File: src/rtl/dmem_arbiter.sv
// Two-port arbiter/sequencer for the single-ported data memory.
// Port 0 (MEM stage) has priority; port 1 (stack engine) is forced after STARVE_LIMIT grants.
module dmem_arbiter #(
    parameter int unsigned N            = 10,
    parameter int unsigned STARVE_LIMIT = 4
) (
    input  logic        clk,
    input  logic        rst,
    input  logic        req0,
    input  logic        we0,
    input  logic [15:0] addr0,
    input  logic [15:0] wdata0,
    output logic        done0,
    output logic [15:0] rdata0,
    output logic        err0,
    output logic        stall0,
    input  logic        req1,
    input  logic        we1,
    input  logic        len1,
    input  logic [15:0] addr1,
    input  logic [31:0] wdata1,
    output logic        done1,
    output logic [31:0] rdata1,
    output logic        err1,
    output logic        mem_re,
    output logic        mem_we,
    output logic [15:0] mem_raddr,
    output logic [15:0] mem_waddr,
    output logic [15:0] mem_wdata,
    input  logic [15:0] mem_rdata
);

    localparam int unsigned CW = $clog2(STARVE_LIMIT + 1);

    typedef enum logic [1:0] {IDLE, ACCESS, CAPTURE, DONE} state_t;

    state_t        state;
    logic          port_q;
    logic          we_q;
    logic          len_q;
    logic          beat_q;
    logic          err_q;
    logic [15:0]   addr_q;
    logic [15:0]   wdata_hi_q;
    logic [15:0]   rbuf_lo;
    logic [CW-1:0] starve;

    logic          grant1;
    logic          sel_we;
    logic [15:0]   sel_addr;
    logic [15:0]   sel_wdata;
    logic [15:0]   beat1_addr;
    logic [15:0]   cur_addr;
    logic [15:0]   cap_val;
    logic [31:0]   rbuf_next;

    function automatic logic in_range(input logic [15:0] a);
        return (32'(a) >> N) == 32'd0;
    endfunction

    always_comb begin
        grant1     = req1 & (~req0 | (starve == CW'(STARVE_LIMIT)));
        sel_we     = grant1 ? we1 : we0;
        sel_addr   = grant1 ? addr1 : addr0;
        sel_wdata  = grant1 ? wdata1[15:0] : wdata0;
        beat1_addr = addr_q + 16'd1;
        cur_addr   = beat_q ? beat1_addr : addr_q;
        // Writes and out-of-range beats contribute zero to the read buffer.
        cap_val    = (!we_q && in_range(cur_addr)) ? mem_rdata : '0;
        rbuf_next  = beat_q ? {cap_val, rbuf_lo} : {16'h0000, cap_val};
    end

    assign stall0 = req0 & ~done0;

    always_ff @(posedge clk or negedge rst) begin
        if (!rst) begin
            state      <= IDLE;
            port_q     <= 1'b0;
            we_q       <= 1'b0;
            len_q      <= 1'b0;
            beat_q     <= 1'b0;
            err_q      <= 1'b0;
            addr_q     <= '0;
            wdata_hi_q <= '0;
            rbuf_lo    <= '0;
            starve     <= '0;
            done0      <= 1'b0;
            rdata0     <= '0;
            err0       <= 1'b0;
            done1      <= 1'b0;
            rdata1     <= '0;
            err1       <= 1'b0;
            mem_re     <= 1'b0;
            mem_we     <= 1'b0;
            mem_raddr  <= '0;
            mem_waddr  <= '0;
            mem_wdata  <= '0;
        end else begin
            case (state)
                IDLE: begin
                    if (req0 | req1) begin
                        port_q     <= grant1;
                        we_q       <= sel_we;
                        len_q      <= grant1 & len1;
                        beat_q     <= 1'b0;
                        addr_q     <= sel_addr;
                        wdata_hi_q <= wdata1[31:16];
                        err_q      <= ~in_range(sel_addr);
                        if (in_range(sel_addr)) begin
                            if (sel_we) begin
                                mem_we    <= 1'b1;
                                mem_waddr <= sel_addr;
                                mem_wdata <= sel_wdata;
                            end else begin
                                mem_re    <= 1'b1;
                                mem_raddr <= sel_addr;
                            end
                        end
                        if (grant1 || !req1) begin
                            starve <= '0;
                        end else if (starve != CW'(STARVE_LIMIT)) begin
                            starve <= starve + 1'b1;
                        end
                        state <= ACCESS;
                    end
                end
                ACCESS: begin
                    mem_re <= 1'b0;
                    mem_we <= 1'b0;
                    state  <= CAPTURE;
                end
                CAPTURE: begin
                    if (len_q && !beat_q) begin
                        rbuf_lo <= cap_val;
                        beat_q  <= 1'b1;
                        err_q   <= err_q | ~in_range(beat1_addr);
                        if (in_range(beat1_addr)) begin
                            if (we_q) begin
                                mem_we    <= 1'b1;
                                mem_waddr <= beat1_addr;
                                mem_wdata <= wdata_hi_q;
                            end else begin
                                mem_re    <= 1'b1;
                                mem_raddr <= beat1_addr;
                            end
                        end
                        state <= ACCESS;
                    end else begin
                        if (port_q) begin
                            done1  <= 1'b1;
                            rdata1 <= rbuf_next;
                            err1   <= err_q;
                        end else begin
                            done0  <= 1'b1;
                            rdata0 <= rbuf_next[15:0];
                            err0   <= err_q;
                        end
                        state <= DONE;
                    end
                end
                DONE: begin
                    done0 <= 1'b0;
                    done1 <= 1'b0;
                    state <= IDLE;
                end
                default: state <= IDLE;
            endcase
        end
    end

endmodule

File: config.mk
export PLATFORM = sky130hd
export DESIGN_NAME = dmem_arbiter
export DESIGN_NICKNAME = d
export VERILOG_FILES = /design/src/rtl/dmem_arbiter.sv
export SDC_FILE = /design/constraint.sdc
export NUM_CORES = 1
export LEC_CHECK = 0
export BUFFER_PORTS_ARGS = -buffer_cell sky130_fd_sc_hd__buf_2
export CORE_ASPECT_RATIO = 0.75
export CORE_MARGIN = 5
export CORE_UTILIZATION = 56
export DETAILED_ROUTE_END_ITERATION = 10
export GPL_TIMING_DRIVEN = 0
export PLACE_DENSITY = 0.81
export SLEW_MARGIN = 30
export SYNTH_ARGS = -nofsm -noshare
export SYNTH_HDL_FRONTEND = slang
export SYNTH_SLANG_ARGS = --single-unit
File: constraint.sdc
create_clock -name clk -period 4.9 [get_ports clk]
set_clock_uncertainty 0.15 [all_clocks]
set_input_delay 1.225 -clock clk [delete_from_list [all_inputs] [get_ports clk]]
set_output_delay 1.225 -clock clk [all_outputs]
set_load 0.005 [all_outputs]
==> metrics.txt, run 1 <==
Synth Area in Compound Gates 0.155; area grow syn2layout 26.6%; antenna violations before repair 1; share of the synthesized area in the top cell type 0.566; largest family of logic cells by synthesized area simple AND/OR/NAND/NOR gates; area of the core ~12000 um^2; top cells by count, synth dfrtp_1 (160), nand2_1 (136), nor2_1 (99); fin worst setup slack 1.40 ns; period utilisation layout 0.715; PD cells 595 nW/um^2; post-route setup TNS 0 ns; clock buffer count from CTS 17; RSZ-0062 raised after global routing false; Synth area leaders dfrtp_1 (57%), nand2_1 (7.2%), nor2_1 (5.3%); internal power approximately 3.4 mW; crit path kind input port to flip-flop; GRT Util Overall 0.271; via count 6173; NumNets Final roughly 1000; final setup fails 0; sequential-to-total area share from yosys stat 0.566; Final Wtd Congestion 0.899; Top Ports roughly 210; Synth Flop Type dfrtp_1; layout cells sized above 1 0.295; Fillers about 950; clk_lat worst skew between 0.4 and 0.5 ns; outcome finished, final reports clean; Vias/cell approximately 5.5; CP Capture Type flip-flop; number of flops mapped to enable cells by yosys 0; largest net degree at the start of global routing 85; CTS tree yes; NetSw between 1.5 and 2 mW; Post-CTS Setup Bufs 0; starting DRC count in detailed routing 443; Worst Path Required just over 5 ns; min cycle time layout 3.50 ns; post-synthesis simple-gate area fraction 0.171; drt first pass iters 5; Tightest Pin Transition slightly above 0.8 ns; post-synthesis xor/xnor area fraction 0.00990; Flop pwr share 0.406; mux contribution to synthesized area 0.0593; Wirelength per Cell 17.9 um; pre-CTS setup slack 1.02 ns; die width ~140 um; I/O Buffers 204; DP Wirelength about 15000 um; Synth Area in Adders 0.00531; Core Util, Final 0.725; critical path arrival 3.66 ns; Worst VDD drop between 0.2 and 0.3 mV; hold path start mem_we$_DFFE_PN0P_; die height roughly 110 um; Longest Clk Path Bufs 2; clk root buf clkbuf_16; H-Tree Depth 4; RR Startpoint starve[0]$_DFFE_PN0P_; Netlist cell types 46; FP Rows 35; CTS sink cnt 160; vias in the first global route approximately 6300; first-pass GRT wire length 32300 um; synthesized cell area between 7000 and 8000 um^2; Sw Ratio 0.362; CTS Hold Buffers Added 0; ant diodes 0; Max Cap Viol 0; # resized after CTS 0; startpoint types input port; GRT overflow 0; Slew Limit Fails 0; post-synth top area cell dfrtp_1; Synth Warn # 0; Lkg Pwr 4.35 nW; combinational fraction of design power 0.334; Routed Antenna Nets 0; Crit. Startpoint req1; max frequency 286 MHz; Post-synth ARST share 1.00; initial core utilization 0.573; worst min path class flip-flop to flip-flop; Routed WL 19900 um; Worst-path clk slew 0.07 ns; count leader, synth dfrtp_1; Gate Count Post-Synth 711; max_slew headroom 0.453; clock power share 0.260; Final Hold Viols 0; DRC Markers 0; worst-path maximum fanout 10; post-synthesis register bit count 160; syn_area_per_cell approximately 9.9 um^2; die area 15000 um^2; syn_nets 817
==> cells by family after synthesis <==
kind of cell / after synthesis
simple gates: 283
xor+xnor: 8
mux: 37
fa+ha+maj: 3
buf+inv: 56
flops: 160
compound gates: 164
==> metrics by stage <==
step	hold slack, ns	instance area, um^2	cells	power (mW)
after floorplan	0.296	7070	711	3.20
after global placement	0.305	8300	1081	3.87
after detailed placement	0.311	8340	1082	3.94
after CTS	0.326	8960	1113	5.34
after global routing	0.333	8960	1113	5.67
final	0.322	8960	1113	5.33
==> registers in the layout, indices dropped and copies added, names as in the netlist, 2 cells and up <==
register    flops
rbuf_lo        16
starve          3
rdata1         32
wdata_hi_q     16
mem_wdata      16
state           2
addr_q         16
mem_raddr      16
mem_waddr      16
rdata0         16
==> power by group through the flow <==
stage | Sequential [mW] | Combinational, mW | Clock (mW)
final | 2.16 | 1.78 | 1.38
after detailed placement | 2.16 | 1.77 | 0
after global placement | 2.15 | 1.72 | 0
after floorplan | 2.12 | 1.08 | 0
after CTS | 2.15 | 1.79 | 1.40
after global routing | 2.22 | 1.99 | 1.46
==> path summary, 6_finish.rpt <==
path / end / slack [ns] / cells past startpoint
max in group asynchronous: rdata1[8]$_DFFE_PN0P_ / 3.19 / 2
min: mem_we$_DFFE_PN0P_ / 0.32 / 1
max reg2reg: mem_waddr[6]$_DFFE_PN0P_ / 1.63 / 11
min reg2reg: mem_we$_DFFE_PN0P_ / 0.32 / 1
min in group asynchronous: wdata_hi_q[0]$_DFFE_PN0P_ / 0.62 / 1
max: mem_waddr[6]$_DFFE_PN0P_ / 1.40 / 9
==> layout make-up <==
type / instances / area, um^2 / area share
clock buffer: 18 / 439 / 0.0490
tap: 166 / 208 / 0.0232
buffer: 46 / 196 / 0.0219
timing repair buffer: 205 / 1060 / 0.118
clock inverter: 13 / 176 / 0.0197
inverter: 10 / 37.5 / 0.00419
sequential: 160 / 4000 / 0.447
multi-input combinational: 495 / 2840 / 0.317
==> critical path, stage by stage <==
cell and delay, ns:
buf_2 0.15, a21bo_2 0.23, buf_2 0.18, mux2_2 0.27, nor2_1 0.08, nor4_4 0.54
a21boi_4 0.39, buf_4 0.24, mux2_2 0.35
==> placed cells by master, fill, tap and decap left out, types with 10 or more instances in the layout <==
cell type / netlist / final
buf_2: 7 / 210
dfrtp_1: 160 / 160
nand2_1: 136 / 136
nor2_1: 99 / 99
o21ai_0: 47 / 47
clkbuf_1: 32 / 32
a21oi_1: 28 / 28
mux2_2: 19 / 19
o22ai_1: 17 / 17
a2bb2oi_1: 17 / 17
a22o_1: 17 / 17
clkbuf_16: 0 / 17
a22oi_1: 16 / 16
mux2i_1: 13 / 13
inv_1: 10 / 10
nor2b_1: 10 / 10
a31oi_1: 10 / 10
==> routing by layer <==
metal  GRT usage  part of all wire  vias to the layer above
met2       0.416              0.46                      251
li1            -                 -                     2898
met4      0.0761             0.017                        2
met3      0.0728             0.082                       36
met5           0           0.00035                        -
met1       0.384              0.44                     2986
Power figures use the tool's default switching activity.
==> inputs of run 2 (changes only) <==
--- a/config.mk
+++ b/config.mk
@@ -5,13 +5,14 @@
 export SDC_FILE = /design/constraint.sdc
 export NUM_CORES = 1
 export LEC_CHECK = 0
+export ABC_AREA = 1
 export BUFFER_PORTS_ARGS = -buffer_cell sky130_fd_sc_hd__buf_2
 export CORE_ASPECT_RATIO = 0.75
 export CORE_MARGIN = 5
-export CORE_UTILIZATION = 56
+export CORE_UTILIZATION = 53
 export DETAILED_ROUTE_END_ITERATION = 10
 export GPL_TIMING_DRIVEN = 0
-export PLACE_DENSITY = 0.81
+export PLACE_DENSITY = 0.77
 export SLEW_MARGIN = 30
 export SYNTH_ARGS = -nofsm -noshare
 export SYNTH_HDL_FRONTEND = slang
==> constraint.sdc (replaced) <==
create_clock -name clk -period 3.5 [get_ports clk]
set_clock_uncertainty 0.15 [all_clocks]
set_input_delay 0.875 -clock clk [delete_from_list [all_inputs] [get_ports clk]]
set_output_delay 0.875 -clock clk [all_outputs]
set_load 0.005 [all_outputs]
==> metrics.txt, run 2 <==
clock buffer count from CTS 17 (unchanged); die height 113 um (+4.9%); Synth area leaders dfrtp_1 (54%), nand2_1 (18%), nand3_1 (6.7%); end of the critical path mem_wdata[6]$_DFFE_PN0P_; post-synthesis register bit count 160 (unchanged); clk_lat worst skew 0.42 ns (about the same); CTS Hold Buffers Added 0 (unchanged); sequential cell area 4000 um^2 (unchanged); die width 147 um (+5.0%); Gate Count Post-Synth 912 (+28%); RR Startpoint starve[0]$_DFFE_PN0P_; outcome finished, final reports clean; Post-synth ARST share 1.00 (unchanged); startpoint types flip-flop; number of flip-flops in the largest register 32 (unchanged); RSZ-0062 raised after global routing false; max_slew headroom 0.583 (+0.130); Vias/cell 5.29 (-4.7%); vias in the first global route 6700 (+7.0%); number of flops mapped to enable cells by yosys 0 (unchanged); FP Rows 37 (+5.7%); Netlist cell types 33 (-28%); Buf+Inv Stages, Crit Path 4 (+1); share of the synthesized area in the top cell type 0.538 (-0.0278); Top Ports 206 (unchanged); Synth Warn # 0 (unchanged); crit-path most repeated cell nand2_1; largest net degree at the start of global routing 59 (-31%); # resized after CTS 0 (unchanged); R2R setup slack 0.79 ns (-0.84 ns); worst min path class input port to async pin; drt first pass iters 5 (unchanged); layout cells sized above 1 0.252 (-0.0427); syn_nets 1018 (+25%); Fillers 1197 (+26%); min cycle time layout about 2.7 ns; Routed Antenna Nets 0 (unchanged); PD cells 870 nW/um^2 (+46%); area grow syn2layout 24.9%; Reg2Reg Capture Point mem_wdata[6]$_DFFE_PN0P_; CP peak stage delay 0.35 ns (-0.19 ns); DRC Markers 0 (unchanged); Worst Path Required 3.67 ns (-1.38 ns); Synth Flop Type dfrtp_1; starting DRC count in detailed routing 567 (+28%); period utilisation layout 0.773; slowest cell on the critical path dfrtp_1; die area 16500 um^2 (+10%); most common cell after layout, fill and taps aside nand2_1; NumNets Final 1244 (+20%); sequential-to-total area share from yosys stat 0.538 (-0.0278); Final Wtd Congestion 0.893 (-0.69%); syn_area_per_cell 8.16 um^2 (-18%); CTS tree yes; Post-CTS Setup Bufs 0 (unchanged); max frequency roughly 370 MHz; post-route setup TNS 0 ns (unchanged); Wirelength per Cell 15.6 um (-12%); critical path arrival 2.87 ns (-0.79 ns); worst-path maximum fanout 10 (unchanged); CTS sink cnt 160 (unchanged); Worst VDD drop 0.478 mV (+68%); non-filler cells, final 1328 (+19%); top cells by count, synth nand2_1 (362), dfrtp_1 (160), nand3_1 (100); H-Tree Depth 4 (unchanged); area of the core 13700 um^2 (+11%); Lkg Pwr 5.13 nW (+18%); first-pass GRT wire length 33600 um (+4.0%); Crit. Startpoint starve[0]$_DFFE_PN0P_; initial core utilization 0.541 (-0.0318); Routed WL 20800 um (+4.4%); Multi-input gate area 3080 um^2 (+8.5%); Top reg by flops rdata1; Max Cap Viol 0 (unchanged); dpl cells 1294 (+20%); I/O Buffers 205 (+0.49%); GRT Util Overall 0.253 (-0.0178); post-synth top area cell dfrtp_1; Longest Clk Path Bufs 2 (unchanged); GRT overflow 0 (unchanged); Final Hold Viols 0 (unchanged); Worst-path clk slew 0.07 ns (about the same); critical path cell sequence inv_1 > ha_1 > nand2_1 > nand2_2 > nand2_4 > buf_4 > nand2_1 > nand2_1 > nand2_1 > o21ai_2 > inv_1 > nor2_4 > nand2_4 > buf_6 > nand2_1 > nand2_1; most frequent cells in the layout nand2_1 (362), buf_2 (207), dfrtp_1 (160); clk root buf clkbuf_16; count leader, synth nand2_1; DP Wirelength 15600 um (+7.2%); Slew Limit Fails 0 (unchanged); via count 7020 (+14%); Crit path depth 16 (+7); largest delay contributor family on the critical path simple AND/OR/NAND/NOR gates; Tightest Pin Transition 0.623 ns (-0.197 ns); final setup fails 0 (unchanged); crit path kind flip-flop to flip-flop; Reg2Reg Depth 16 (+5); antenna violations before repair 1 (unchanged); CP Capture Type flip-flop; synthesized cell area 7440 um^2 (+5.2%)
## run 2: kinds of logic (layout without fill, tap and decap cells)
group                      Yosys count  after routing  share of synthesized area
buffers and inverters               81            320                     0.0483
adders and majority gates            3              3                    0.00505
AOI/OAI and AO/OA                  103            103                     0.0774
and+or+nand+nor                    549            549                      0.310
muxes                               11             11                     0.0148
xor gates and xnor gates             5              5                    0.00589
DFF                                160            160                      0.538
other                                0              2                          0
## run 2: report_power, final
part	internal [mW]	leakage, nW	total (mW)	switching, mW
Sequential	2.65	2.06	3.14	0.490
Clock	0.918	0.262	1.70	0.785
Combinational	1.19	2.81	3.25	2.05
## run 2: routing by layer
metal / vias to the layer above / wire length, um / GRT usage
met5: - / 0 / 0
met4: 0 / 261 / 0.0526
met3: 23 / 1710 / 0.0678
met2: 277 / 8990 / 0.373
met1: 3313 / 9810 / 0.379
li1: 3407 / - / -
## run 2: per-stage QoR
stage | hold slack [ns] | area (um^2) | utilization | total power [mW] | worst slack [ns]
floorplan | 0.294 | 7440 | - | 5.09 | 1.06
global placement | 0.298 | 8680 | 0.632 | 6.27 | -0.959
detailed placement | 0.303 | 8750 | 0.636 | 6.37 | 0.548
CTS | 0.221 | 9290 | 0.675 | 8.11 | 0.825
global route | 0.227 | 9290 | 0.676 | 8.71 | 0.648
finish | 0.193 | 9290 | 0.676 | 8.08 | 0.793
## run 2: worst min path at each step
stage / slack (ns) / startpoint / endpoint
4_1_cts: 0.22 / rst / wdata_hi_q[12]$_DFFE_PN0P_
2_1_floorplan: 0.29 / starve[2]$_DFFE_PN0P_ / starve[2]$_DFFE_PN0P_
5_1_grt: 0.23 / rst / wdata_hi_q[12]$_DFFE_PN0P_
3_5_place_dp: 0.30 / mem_wdata[15]$_DFFE_PN0P_ / mem_wdata[15]$_DFFE_PN0P_
3_3_place_gp: 0.30 / mem_raddr[3]$_DFFE_PN0P_ / mem_raddr[3]$_DFFE_PN0P_
6_report: 0.19 / rst / wdata_hi_q[12]$_DFFE_PN0P_
## run 2: worst register-to-register path, cell delays in order (launching register included)
cell and delay, ns:
dfrtp_1 0.35, inv_1 0.07, ha_1 0.19, nand2_1 0.09, nand2_2 0.08, nand2_4 0.13
buf_4 0.24, nand2_1 0.07, nand2_1 0.16, nand2_1 0.09, o21ai_2 0.11, inv_1 0.11
nor2_4 0.27, nand2_4 0.18, buf_6 0.19, nand2_1 0.07, nand2_1 0.05
## run 2: cell type report
type                       instances  share of cell area
antenna                            2            0.000539
clock buffer                      18              0.0462
buffer                            40              0.0218
sequential                       160               0.431
clock inverter                    14              0.0117
inverter                          41              0.0168
timing repair buffer             207               0.117
multi-input combinational        671               0.331
tap                              175              0.0236
==> inputs of run 3 (changes only) <==
==> constraint.sdc (replaced) <==
create_clock -name clk -period 2.6 [get_ports clk]
set_clock_uncertainty 0.15 [all_clocks]
set_input_delay 0.65 -clock clk [delete_from_list [all_inputs] [get_ports clk]]
set_output_delay 0.65 -clock clk [all_outputs]
set_load 0.005 [all_outputs]
==> metrics.txt, run 3 (synthesis results as in run 2) <==
outcome finished, final reports clean; grt peak-use layer met1; Top Ports 206 (unchanged); combinational fraction of design power 0.428 (+0.027); Sw Ratio 0.411 (-0.000448); sequential cell area 4000 um^2 (unchanged); vias in the first global route 6724 (+0.36%); Final Wtd Congestion 0.893 (unchanged); met3 Use GR 0.0666 (-0.00121); Wirelength per Cell 15.9 um (+1.9%); startpoint types flip-flop; Top reg by flops rdata1; Vias/cell 5.34 (+0.98%); Multi-input gate area 3140 um^2 (+2.0%); area of the core 13700 um^2 (unchanged); antenna violations before repair 1 (unchanged); clk_lat worst skew 0.42 ns (about the same); first-pass GRT wire length 33800 um (+0.43%); clk root buf clkbuf_16; die width 147 um (unchanged); DRC Markers 0 (unchanged); Max Cap Viol 0 (unchanged); most frequent cells in the layout nand2_1 (358), buf_2 (206), dfrtp_1 (160); pre-CTS setup slack -0.127 ns (-0.675 ns); starting DRC count in detailed routing 646 (+14%); clock buffer count from CTS 17 (unchanged); GRT Util Overall 0.254 (+0.00120); area grow syn2layout 28.5%; H-Tree Depth 4 (unchanged); Tightest Pin Transition 0.565 ns (-0.0574 ns); Flop pwr share 0.371 (-0.017); largest net degree at the start of global routing 59 (unchanged); M1 GR Usage 0.380 (+0.00136); NetSw 4.69 mW (+41%); CP Capture Type flip-flop; I/O Buffers 205 (unchanged); Lkg Pwr 5.26 nW (+2.5%); period utilisation layout 0.958 (+0.184); max_slew headroom 0.623 (+0.0398); max frequency 402 MHz (+8.7%); critical path arrival 2.65 ns (-0.22 ns); Final Hold Viols 0 (unchanged); internal power 6.72 mW (+41%); CTS tree yes; NumNets Final 1266 (+1.8%); Slew Limit Fails 0 (unchanged); number of flip-flops in the largest register 32 (unchanged); final setup fails 0 (unchanged); Worst VDD drop 0.682 mV (+43%); worst-path maximum fanout 8 (-2); fin worst setup slack 0.110 ns (-0.683 ns); Fillers 1155 (-3.5%); layout cells sized above 1 0.274 (+0.0217); critical path cell sequence inv_1 > ha_1 > nand2_1 > nand2_2 > nand2_4 > buf_4 > nand2_1 > nand2_1 > nor2_1 > nand3_1 > nand2_2 > nand2_4 > nor2_4 > nand2_4 > buf_4 > nand2_1 > nand2_1; clock power share 0.201 (-0.010); min cycle time layout 2.49 ns (-0.217 ns); Worst Path Required 2.76 ns (-0.91 ns); FP Rows 37 (unchanged); die height 113 um (unchanged); DP Wirelength 15600 um (unchanged); via count 7201 (+2.6%); most common cell after layout, fill and taps aside nand2_1; crit path kind flip-flop to flip-flop; drt first pass iters 5 (unchanged); CP peak stage delay 0.38 ns (+0.03 ns); Routed WL 21500 um (+3.5%); Routed Antenna Nets 0 (unchanged); CTS sink cnt 160 (unchanged); worst min path class input port to flip-flop; initial core utilization 0.541 (unchanged); crit-path most repeated cell nand2_1; die area 16500 um^2 (unchanged); GR met2 Demand/Resource 0.376 (+0.00368); post-route setup TNS 0 ns (unchanged); Longest Clk Path Bufs 2 (unchanged); GRT overflow 0 (unchanged); Worst-path clk slew 0.07 ns (about the same); slowest cell on the critical path dfrtp_1; PD cells 1190 nW/um^2 (+37%)
==> run 3: final timing paths <==
check                                     startpoint                          to  slack [ns]  depth (start not counted)
max in group asynchronous                        rst      rdata1[16]$_DFFE_PN0P_        0.81                          4
hold reg to reg            mem_wdata[15]$_DFFE_PN0P_   mem_wdata[15]$_DFFE_PN0P_        0.32                          2
setup / recovery               starve[0]$_DFFE_PN0P_   mem_wdata[10]$_DFFE_PN0P_        0.11                         17
min in group asynchronous                        rst  wdata_hi_q[12]$_DFFE_PN0P_        0.58                          2
setup reg to reg               starve[0]$_DFFE_PN0P_   mem_wdata[10]$_DFFE_PN0P_        0.11                         17
hold / removal                            wdata1[29]  wdata_hi_q[13]$_DFFE_PN0P_        0.28                          3
==> run 3: worst max-delay path: cells and delay by family (launching register included) <==
kind | cells | cell delay, ns
adders and majority gates | 1 | 0.15
buffers and inverters | 3 | 0.44
DFF | 1 | 0.38
and+or+nand+nor | 13 | 1.26
==> run 3: area by class of cell <==
cell class,count,share of cell area
inverter,41,0.0168
antenna,1,0.000262
timing repair buffer,228,0.134
multi-input combinational,673,0.328
sequential,160,0.419
tap,175,0.0229
clock buffer,18,0.0449
clock inverter,14,0.0114
buffer,39,0.0219
==> run 3: what timing repair did <==
item	4_1_cts	5_1_grt
cloned	0	4
resized for setup	0	22
endpoints found under the hold margin	4	0
setup buffers	2	16
hold buffers	1	0
setup endpoints to repair	25	105
pin swaps	1	7
==> run 3: routing by layer <==
| metal | up-vias | part of all wire | wire length [um] |
|---|---|---|---|
| met3 | 22 | 0.084 | 1810 |
| met4 | 0 | 0.013 | 273 |
| met1 | 3417 | 0.46 | 9990 |
| met2 | 305 | 0.44 | 9420 |
| li1 | 3457 | - | - |
| met5 | - | 0 | 0 |
==> run 3: metrics by stage <==
step / power (mW) / instances / hold slack, ns / cell area (um^2) / util
after floorplan: 6.85 / 912 / 0.204 / 7440 / -
after global placement: 8.43 / 1292 / 0.298 / 8680 / 0.632
after detailed placement: 8.57 / 1294 / 0.303 / 8750 / 0.636
after CTS: 10.9 / 1329 / 0.269 / 9310 / 0.677
after global routing: 12.2 / 1349 / 0.273 / 9560 / 0.695
final: 11.4 / 1349 / 0.276 / 9560 / 0.695
==> run 3: power by group through the flow <==
| stage | Sequential [mW] | Clock [mW] | Combinational [mW] |
|---|---|---|---|
| 2_1_floorplan | 4.20 | 0 | 2.65 |
| 3_5_place_dp | 4.23 | 0 | 4.35 |
| 3_3_place_gp | 4.22 | 0 | 4.21 |
| 4_1_cts | 4.21 | 2.32 | 4.40 |
| 6_report | 4.23 | 2.30 | 4.88 |
| 5_1_grt | 4.37 | 2.43 | 5.44 |
